`src/rtl/alu_pkg.sv`:
```
// Shared ALU definitions: operation codes, RV32I opcodes, and the decoded control bundle.
package alu_pkg;

  localparam int XLEN = 32;

  typedef enum logic [3:0] {
    ALU_NONE  = 4'd0,
    ALU_ADD   = 4'd1,
    ALU_SUB   = 4'd2,
    ALU_SLL   = 4'd3,
    ALU_SLT   = 4'd4,
    ALU_SLTU  = 4'd5,
    ALU_SRL   = 4'd6,
    ALU_SRA   = 4'd7,
    ALU_XOR   = 4'd8,
    ALU_OR    = 4'd9,
    ALU_AND   = 4'd10,
    ALU_LUI   = 4'd11,
    ALU_AUIPC = 4'd12
  } alu_op_e;

  localparam logic [6:0] OPC_OP     = 7'b0110011;
  localparam logic [6:0] OPC_OP_IMM = 7'b0010011;
  localparam logic [6:0] OPC_LUI    = 7'b0110111;
  localparam logic [6:0] OPC_AUIPC  = 7'b0010111;
  localparam logic [6:0] OPC_LOAD   = 7'b0000011;
  localparam logic [6:0] OPC_STORE  = 7'b0100011;
  localparam logic [6:0] OPC_JALR   = 7'b1100111;
  localparam logic [6:0] OPC_JAL    = 7'b1101111;
  localparam logic [6:0] OPC_BRANCH = 7'b1100011;

  typedef struct packed {
    alu_op_e         select_alu;
    logic            src1_sel;
    logic            src2_sel;
    logic [XLEN-1:0] imm;
    logic [4:0]      rs1;
    logic [4:0]      rs2;
    logic [4:0]      rd;
    logic            reg_write;
    logic            is_branch;
    logic            branch_on_zero;
    logic            illegal;
  } dec_bundle_t;

  // alt selects SUB (funct3=000) or SRA (funct3=101); callers clear it where it is meaningless.
  function automatic alu_op_e alu_from_funct(input logic [2:0] funct3, input logic alt);
    case (funct3)
      3'b000:  return alt ? ALU_SUB : ALU_ADD;
      3'b001:  return ALU_SLL;
      3'b010:  return ALU_SLT;
      3'b011:  return ALU_SLTU;
      3'b100:  return ALU_XOR;
      3'b101:  return alt ? ALU_SRA : ALU_SRL;
      3'b110:  return ALU_OR;
      default: return ALU_AND;
    endcase
  endfunction

endpackage

```
`src/rtl/alu_dec_comb.sv`:
```
// Combinational RV32I instruction-to-bundle decode.
// ALU_DEC_ILLEGAL_EN: when defined, unrecognised encodings raise the illegal flag.
module alu_dec_comb
  import alu_pkg::*;
(
  input  logic [XLEN-1:0] instr,
  output dec_bundle_t     bundle
);

  logic [6:0]      opcode;
  logic [2:0]      funct3;
  logic [6:0]      funct7;
  logic            wr_rd;
  logic            bad;
  logic [XLEN-1:0] imm_i, imm_s, imm_b, imm_u, imm_j;

  assign opcode = instr[6:0];
  assign funct3 = instr[14:12];
  assign funct7 = instr[31:25];
  assign wr_rd  = (instr[11:7] != 5'd0);

  assign imm_i = {{20{instr[31]}}, instr[31:20]};
  assign imm_s = {{20{instr[31]}}, instr[31:25], instr[11:7]};
  assign imm_b = {{19{instr[31]}}, instr[31], instr[7], instr[30:25], instr[11:8], 1'b0};
  assign imm_u = {12'd0, instr[31:12]};
  assign imm_j = {{11{instr[31]}}, instr[31], instr[19:12], instr[20], instr[30:21], 1'b0};

  always_comb begin
    bundle     = '0;
    bundle.rs1 = instr[19:15];
    bundle.rs2 = instr[24:20];
    bundle.rd  = instr[11:7];
    bad        = 1'b0;
    case (opcode)
      OPC_OP: begin
        bundle.select_alu = alu_from_funct(funct3, instr[30]);
        bundle.reg_write  = wr_rd;
        bad = (funct7 != 7'b0000000) &&
              !((funct7 == 7'b0100000) && ((funct3 == 3'b000) || (funct3 == 3'b101)));
      end
      OPC_OP_IMM: begin
        bundle.select_alu = alu_from_funct(funct3, (funct3 == 3'b101) && instr[30]);
        bundle.src2_sel   = 1'b1;
        bundle.reg_write  = wr_rd;
        bundle.imm        = imm_i;
        // Shifts carry the shift amount, not a sign-extended immediate.
        if (funct3 == 3'b001) begin
          bundle.imm = {27'd0, instr[24:20]};
          bad        = (funct7 != 7'b0000000);
        end else if (funct3 == 3'b101) begin
          bundle.imm = {27'd0, instr[24:20]};
          bad        = (funct7 != 7'b0000000) && (funct7 != 7'b0100000);
        end
      end
      OPC_LUI: begin
        bundle.select_alu = ALU_LUI;
        bundle.src2_sel   = 1'b1;
        bundle.imm        = imm_u;
        bundle.reg_write  = wr_rd;
      end
      OPC_AUIPC: begin
        bundle.select_alu = ALU_AUIPC;
        bundle.src1_sel   = 1'b1;
        bundle.src2_sel   = 1'b1;
        bundle.imm        = imm_u;
        bundle.reg_write  = wr_rd;
      end
      OPC_LOAD: begin
        bundle.select_alu = ALU_ADD;
        bundle.src2_sel   = 1'b1;
        bundle.imm        = imm_i;
        bundle.reg_write  = wr_rd;
        bad = (funct3 == 3'b011) || (funct3 == 3'b110) || (funct3 == 3'b111);
      end
      OPC_STORE: begin
        bundle.select_alu = ALU_ADD;
        bundle.src2_sel   = 1'b1;
        bundle.imm        = imm_s;
        bad = (funct3 != 3'b000) && (funct3 != 3'b001) && (funct3 != 3'b010);
      end
      OPC_JALR: begin
        bundle.select_alu = ALU_ADD;
        bundle.src2_sel   = 1'b1;
        bundle.imm        = imm_i;
        bundle.reg_write  = wr_rd;
        bad = (funct3 != 3'b000);
      end
      OPC_JAL: begin
        bundle.select_alu = ALU_ADD;
        bundle.src1_sel   = 1'b1;
        bundle.src2_sel   = 1'b1;
        bundle.imm        = imm_j;
        bundle.reg_write  = wr_rd;
      end
      OPC_BRANCH: begin
        bundle.is_branch = 1'b1;
        bundle.imm       = imm_b;
        case (funct3)
          3'b000: begin bundle.select_alu = ALU_SUB;  bundle.branch_on_zero = 1'b1; end
          3'b001: begin bundle.select_alu = ALU_SUB;  bundle.branch_on_zero = 1'b0; end
          3'b100: begin bundle.select_alu = ALU_SLT;  bundle.branch_on_zero = 1'b0; end
          3'b101: begin bundle.select_alu = ALU_SLT;  bundle.branch_on_zero = 1'b1; end
          3'b110: begin bundle.select_alu = ALU_SLTU; bundle.branch_on_zero = 1'b0; end
          3'b111: begin bundle.select_alu = ALU_SLTU; bundle.branch_on_zero = 1'b1; end
          default: bad = 1'b1;
        endcase
      end
      default: bad = 1'b1;
    endcase

    // Unrecognised encodings collapse to a harmless rs1+imm add that writes nothing.
    if (bad) begin
      bundle.select_alu     = ALU_ADD;
      bundle.src1_sel       = 1'b0;
      bundle.src2_sel       = 1'b1;
      bundle.imm            = imm_i;
      bundle.reg_write      = 1'b0;
      bundle.is_branch      = 1'b0;
      bundle.branch_on_zero = 1'b0;
`ifdef ALU_DEC_ILLEGAL_EN
      bundle.illegal        = 1'b1;
`else
      bundle.illegal        = 1'b0;
`endif
    end
  end

endmodule

```
`src/rtl/alu_decoder.sv`:
```
// Pipelined RV32I decoder: combinational decode feeding a two-entry skid buffer.
// ALU_DEC_ILLEGAL_EN: when defined, unrecognised encodings raise the illegal flag.
module alu_decoder
  import alu_pkg::*;
#(
  parameter int WIDTH_DATA = 32
) (
  input  logic                  clk,
  input  logic                  rst_n,
  input  logic                  flush,
  input  logic                  in_valid,
  output logic                  in_ready,
  input  logic [WIDTH_DATA-1:0] in_instr,
  input  logic [WIDTH_DATA-1:0] in_pc,
  output logic                  out_valid,
  input  logic                  out_ready,
  output logic [3:0]            select_alu,
  output logic                  src1_sel,
  output logic                  src2_sel,
  output logic [WIDTH_DATA-1:0] imm,
  output logic [4:0]            rs1,
  output logic [4:0]            rs2,
  output logic [4:0]            rd,
  output logic                  reg_write,
  output logic                  is_branch,
  output logic                  branch_on_zero,
  output logic [WIDTH_DATA-1:0] out_pc,
  output logic                  illegal
);

  typedef enum logic [1:0] {S_EMPTY, S_ONE, S_FULL} state_e;

  state_e                state;
  dec_bundle_t           dec_p0;
  dec_bundle_t           main_p1, skid_p1;
  logic [WIDTH_DATA-1:0] main_pc_p1, skid_pc_p1;
  logic                  accept, pop;

  // Stage 0: decode straight off the input port
  alu_dec_comb u_dec (
    .instr  (in_instr),
    .bundle (dec_p0)
  );

  assign accept = in_valid & in_ready;
  assign pop    = out_valid & out_ready;

  // Stage 1: main/skid registers; outputs always come from main
  always_ff @(posedge clk or negedge rst_n) begin
    if (!rst_n) begin
      state      <= S_EMPTY;
      out_valid  <= 1'b0;
      in_ready   <= 1'b1;
      main_p1    <= '0;
      skid_p1    <= '0;
      main_pc_p1 <= '0;
      skid_pc_p1 <= '0;
    end else if (flush) begin
      state     <= S_EMPTY;
      out_valid <= 1'b0;
      in_ready  <= 1'b1;
    end else begin
      case (state)
        S_EMPTY: begin
          if (accept) begin
            main_p1    <= dec_p0;
            main_pc_p1 <= in_pc;
            out_valid  <= 1'b1;
            state      <= S_ONE;
          end
        end
        S_ONE: begin
          if (accept && pop) begin
            main_p1    <= dec_p0;
            main_pc_p1 <= in_pc;
          end else if (accept) begin
            skid_p1    <= dec_p0;
            skid_pc_p1 <= in_pc;
            in_ready   <= 1'b0;
            state      <= S_FULL;
          end else if (pop) begin
            out_valid <= 1'b0;
            state     <= S_EMPTY;
          end
        end
        S_FULL: begin
          if (pop) begin
            main_p1    <= skid_p1;
            main_pc_p1 <= skid_pc_p1;
            in_ready   <= 1'b1;
            state      <= S_ONE;
          end
        end
        default: begin
          out_valid <= 1'b0;
          in_ready  <= 1'b1;
          state     <= S_EMPTY;
        end
      endcase
    end
  end

  assign select_alu     = main_p1.select_alu;
  assign src1_sel       = main_p1.src1_sel;
  assign src2_sel       = main_p1.src2_sel;
  assign imm            = main_p1.imm;
  assign rs1            = main_p1.rs1;
  assign rs2            = main_p1.rs2;
  assign rd             = main_p1.rd;
  assign reg_write      = main_p1.reg_write;
  assign is_branch      = main_p1.is_branch;
  assign branch_on_zero = main_p1.branch_on_zero;
  assign illegal        = main_p1.illegal;
  assign out_pc         = main_pc_p1;

endmodule
```
`config.mk`:
```
export PLATFORM = sky130hd
export DESIGN_NAME = alu_decoder
export DESIGN_NICKNAME = d
export VERILOG_FILES = /design/src/rtl/alu_pkg.sv /design/src/rtl/alu_dec_comb.sv /design/src/rtl/alu_decoder.sv
export SDC_FILE = /design/constraint.sdc
export NUM_CORES = 1
export LEC_CHECK = 0
export ABC_AREA = 0
export BUFFER_PORTS_ARGS = -buffer_cell sky130_fd_sc_hd__buf_2
export CAP_MARGIN = 20
export CORE_MARGIN = 4
export CORE_UTILIZATION = 44
export DETAILED_ROUTE_END_ITERATION = 10
export MAX_ROUTING_LAYER = met4
export PLACE_DENSITY = 0.71
export REMOVE_ABC_BUFFERS = 1
export SLEW_MARGIN = 20
export SYNTH_ARGS = -nofsm -noshare
export SYNTH_HDL_FRONTEND = slang
export SYNTH_SLANG_ARGS = --single-unit
```
`constraint.sdc`:
```
create_clock -name clk -period 2.85 [get_ports clk]
set_clock_uncertainty 0.1 [all_clocks]
set_input_delay 0.1425 -clock clk [delete_from_list [all_inputs] [get_ports clk]]
set_output_delay 0.1425 -clock clk [all_outputs]
set_load 0.005 [all_outputs]
```
Word level (Yosys, flattened, before mapping)
Index checks and enable logic that the tools add are counted.
- muxes and demuxes: 48
- bitwise operators: 4
- equal/unequal tests: 34
- reduce and logical (&&, ||, !) cells: 34
- operator list (operator ; number):
    case mux 32 bit (6 select lines) ; 1
    two-way mux 57 bit ; 3
    case mux 57 bit (3 select lines) ; 1
    two-way mux 32 bit ; 5
    case mux 32 bit (3 select lines) ; 1
    case mux 4 bit (7 select lines) ; 2
    two-way mux 38 bit ; 1
    equality test 7 x 6 -> 1 bit (second input constant) ; 4
    case mux 4 bit (6 select lines) ; 1
    equality test 7 bit (second input constant) ; 3
    two-way mux 1 bit ; 18
    two-way mux 2 bit ; 9
    inequality test 3 bit (second input constant) ; 6
    equality test 7 x 5 -> 1 bit (second input constant) ; 2
    OR reduction 7 bit ; 2
    equality test 3 bit (second input constant) ; 4
    AND reduction 4 bit ; 3
    OR reduction 2 bit ; 6
    inequality test 2 bit (second input constant) ; 5
    AND reduction 5 bit ; 2
    case mux 3 bit (3 select lines) ; 1
    equality test 7 x 2 -> 1 bit (second input constant) ; 1
    logical AND 1 bit ; 7
    inequality test 7 x 6 -> 1 bit (second input constant) ; 1
    23 further kinds ; 31
- register bits: 182
- word-level logic and storage cells: 147
- bits of input ports: 69
- output and inout port bits: 91

Longest topological paths before layout
- depth after elaboration: 9
- mapped depth: 8
- depth with buffers taken out: 6

Hierarchy
From an unflattened synthesis, not the netlist that was laid out.
- cells, all modules: 808
- area, all modules: 8928.6 µm²
- by module, submodules not included (module ; cells an instance ; instances ; seq. area each (µm²) ; area each (µm²)):
    alu_decoder ; 602 ; 1 ; 4555.6 ; 7648.6
    alu_dec_comb ; 206 ; 1 ; 0.0 ; 1280.0

Worst setup path after synthesis
OpenSTA, ideal clock, no wires.
- path type: register -> register
- start: reg in_ready
- end: reg main_p1 (netlist bit imm[0])
- library setup time: 0.141 ns
- stages on the path, launching flop included: 7
- data arrival time: 1.829 ns
- data required time: 2.609 ns
- path buffers: 1
- clock period less this slack: 2.070 ns
- setup slack: 0.780 ns
- cell sequence: dfstp_2 -> nand3b_1 -> or2_1 -> a21o_1 -> nor2_1 -> clkbuf_1 -> a31oi_1
- word-level cells in the longest chain between the ends: 4
- elaborated cells on any way between the ends: 5
- those cells by class: eq/ne: 2; bitwise: 1; reduce/logical: 2
- ends and longest elaborated chain (item ; RTL line ; RTL):
    from (decl) ; alu_decoder.sv:12 ; output logic in_ready,
    from (signal assigned) ; alu_decoder.sv:53 ; in_ready <= 1'b1;
    from (signal assigned) ; alu_decoder.sv:61 ; in_ready <= 1'b1;
    from (signal assigned) ; alu_decoder.sv:79 ; in_ready <= 1'b0;
    bitwise AND 1 bit (*) ; alu_decoder.sv:45 ; assign accept = in_valid & in_ready;
    logical AND 1 bit ; alu_decoder.sv:73 ; if (accept && pop) begin
    inequality test 2 bit (no line) ; -- ;
    AND reduction 5 bit (no line) (*) ; -- ;
    to (signal assigned) ; alu_decoder.sv:66 ; main_p1 <= dec_p0;
    to (signal assigned) ; alu_decoder.sv:74 ; main_p1 <= dec_p0;
    to (signal assigned) ; alu_decoder.sv:88 ; main_p1 <= skid_p1;
    to (decl) ; alu_decoder.sv:35 ; dec_bundle_t main_p1, skid_p1;
Mark *: on every way between the ends. The rest lies on a longest branch, timed or not.
A chain may end at the register's enable or synchronous reset.

Worst setup path in the final report
- start: reg in_ready
- end: reg main_p1 (netlist bit imm[16])
Same word-level chain as after synthesis.

==> flow_summary.ini <==
[worst_setup_path]
critical_path_class = reg -> reg
r2r-end = imm[16]
critical_path_capture_point_type = register
critical_path_peak_fanout = 14
worstPathCellList = nand3b_1 -> or2_1 -> a21o_1 -> nor2_1 -> buf_4 -> o21ai_4 -> o22ai_1
sum_of_buffers_and_inverters_on_the_critical_path = 1
rrSetupSlack_ns = 0.51
crit-reg2reg-launch = in_ready
r2r_cells = 7
worst-endpoint-arrival_ns = 2.58
cp.required_ns = 3.09
critical_path_slowest_stage_cell = dfstp_2
path_delay_family = compound AO/OA/AOI/OAI gates
critPathLaunchType = register
timing.critical_path.slowest_cell_delay_ns = 0.56

[layout]
final_common_cell = nand2_1
num-nets-final = 1129
most-common-layout-cells = nand2_1, dfrtp_1, buf_2
area_delta_synth_final_pct = 28.5
drive_above_1_share_pct = 21.1
fill_cells = 1481

[min_path]
worst_hold_path_type = in -> reg
hold-path-cell-count = 3
min_from = in_instr[31]
hold_path_end = skid_p1[30]

[sta]
finalMaxSlewViolations = 0
period_needed_ns = 2.34
final-hold-violation-count = 0
final_min_period_over_clock_period_pct = 82.1
rsz0062_at_grt = false
finalSetupViolCount = 0
timing.final.ws_setup_ns = 0.511
holdWs_ns = 0.0500
clock.fmax_mhz = 427
worst-slew-pin-transition_ns = 0.582
slew-limit-headroom_pct = 61.2

[power_and_ir_drop]
power_per_cell_area_nw_per_um2 = 855
total_power_consumption_mw = 8.22
max-vdd-ir-drop_v = 0.000456
cellLeakagePower_nw = 4.49

[cts]
numCtsBuffers = 17
clockBufferDepth = 2
cts_tree = done
postCtsSetupRepairBufs = 0
clk_transition_reported_paths_ns = 0.06
total_number_of_h_tree_levels = 4
clock_sink_count = 158
hold_buffers = 55
postCtsResizedCells = 0
clkLatencyLatePin_ns = 0.42
clock-root-buffer = clkbuf_16

[floorplan]
floorplan_die_area_um2 = 19200
effective_utilization_at_floorplan_pct = 45.0
chipWidth_um = 138
core_um2 = 16600
io_pins = 160
die_h_um = 138
placementRows = 47

[global_route]
grt_use_met2_pct = 35.9
top_usage_layer = met2
global_route.usage.met3_pct = 4.94
global_route_wire_length_before_repair_um = 35200
grt_overflow_total = 0
track_usage_pct = 23.0
globalRouteMet1Util_pct = 31.2
antenna_found_initial = 1
maximum_number_of_pins_on_one_net_before_global_route_repair = 76
grt_pass1_vias = 6611

[place]
gp_routability_congestion = 0.927
numPortBuffers = 158
detailedPlace.worstSlack_ns = 0.417
post-dp-hpwl_um = 14200

[drt]
ant_nets = 0
routed_wl_um = 21300
drc = 0
routed_via_density = 5.36
pre_repair_dr_iteration_count = 6
first_iter_violations = 499
post_drt_wl_per_cell_um = 16.4
route.vias.total = 6936

[logic_synthesis]
synth.avg_cell_area_um2 = 8.50
yosysUniqueCellTypes = 55
ys_async_sr_fraction_pct = 100
synth.ff_latch_count = 158
synthFlopType = dfrtp_1
synth_cell_area_um2 = 7490
synth_edf_count = 0
yosys_warnings = 0
sequential_area_share_after_synthesis_pct = 52.8
postSynthCellCount = 881

[run]
max_cap_viol_count = 0

[run_status]
status = finished, final reports clean
[synthesized netlist by cell type (2+ instances only)]
| library cell | count | area (um2) |
|---|---|---|
| nand2_1 | 292 | 1100 |
| dfrtp_1 | 157 | 3930 |
| nor2_1 | 97 | 364 |
| a31oi_1 | 75 | 469 |
| clkbuf_1 | 38 | 143 |
| a21oi_1 | 26 | 130 |
| buf_2 | 20 | 100 |
| o21ai_0 | 19 | 95.1 |
| o22ai_1 | 15 | 93.8 |
| buf_4 | 13 | 97.6 |
| o21ai_1 | 12 | 60.1 |
| o31ai_1 | 11 | 82.6 |
| nand3_1 | 10 | 50.1 |
| or3_1 | 10 | 62.6 |
| a221o_1 | 8 | 80.1 |
| and3_1 | 6 | 37.5 |
| nor3_1 | 6 | 30.0 |
| a22o_1 | 5 | 43.8 |
| nor2b_1 | 5 | 31.3 |
| inv_1 | 4 | 15.0 |
| nand2b_1 | 4 | 25.0 |
| or4_1 | 4 | 30.0 |
| a211o_1 | 3 | 26.3 |
| a21o_1 | 3 | 22.5 |
| a32o_1 | 2 | 20.0 |
| and2_1 | 2 | 12.5 |
| mux2_2 | 2 | 22.5 |
| nand3b_1 | 2 | 15.0 |
| nor4_1 | 2 | 12.5 |
| o21a_1 | 2 | 15.0 |
| o41ai_2 | 2 | 32.5 |
[power by group]
| group | switching, mW | internal [mW] | total (mW) |
|---|---|---|---|
| combinational | 1.18 | 1.04 | 2.22 |
| clock | 0.958 | 1.33 | 2.28 |
| sequential | 0.518 | 3.20 | 3.72 |
[how the worst max path moves through the flow]
stage	start	to	cells after the start
6_report	in_ready	imm[16]	7
5_1_grt	in_ready	imm[17]	7
4_1_cts	in_ready	rs1[4]	7
3_5_place_dp	in_instr[5]	skid_p1[33]	7
3_3_place_gp	in_instr[5]	skid_p1[37]	7
2_1_floorplan	in_ready	imm[30]	6
[cells by family (layout without fill, tap and decap cells)]
logic type	count (synthesis)	in the layout	synth area share (%)
AOI/OAI and AO/OA	195	195	17.3
buffers and inverters	76	268	4.80
DFF	158	158	52.8
muxes	2	2	0.301
other	1	2	0.0501
and+or+nand+nor	449	449	24.7
[layout make-up]
| cell class | count | area (um2) | share of cell area (%) |
|---|---|---|---|
| sequential | 158 | 3960 | 41.1 |
| multi-input combinational | 647 | 3230 | 33.5 |
| timing repair buffer | 232 | 1550 | 16.1 |
| clock buffer | 18 | 439 | 4.56 |
| tap | 220 | 275 | 2.86 |
| clock inverter | 14 | 156 | 1.63 |
| inverter | 4 | 15.0 | 0.156 |
| antenna | 1 | 2.50 | 0.0260 |
[metrics by stage]
stage          TNS (ns)  instances  area [um2]  util (%)
2_1_floorplan   -358.23        809        7140         -
3_3_place_gp          0       1206        8470      50.9
3_5_place_dp          0       1206        8470      50.9
4_1_cts               0       1293        9620      57.8
5_1_grt               0       1294        9620      57.8
6_report              0       1294        9620      57.8
[per-layer routing]
layer  share of wire (%)  vias up  wire (um)
met3                 6.7       21       1420
met2                  47      282      10100
met4                 1.0        0        212
met1                  45     3247       9550
li1                    -     3386          -
met5                   0        -          0
[state kept, by name, summed over array words and instances, names as in the netlist, 2 cells and up]
register    flops
imm            21
out_pc         32
rd              5
rs1             5
rs2             5
select_alu      4
skid_p1        45
skid_pc_p1     32
state           2
[worst register-to-register path, delay by kind of cell, from the launching register on]
kind	cells	cell delay, ns
AND/OR/NAND/NOR	3	0.65
buffers and inverters	1	0.24
AO/OA/AOI/OAI	3	0.72
flip-flops	1	0.56
Note: power is estimated with default switching activity, not from simulation.
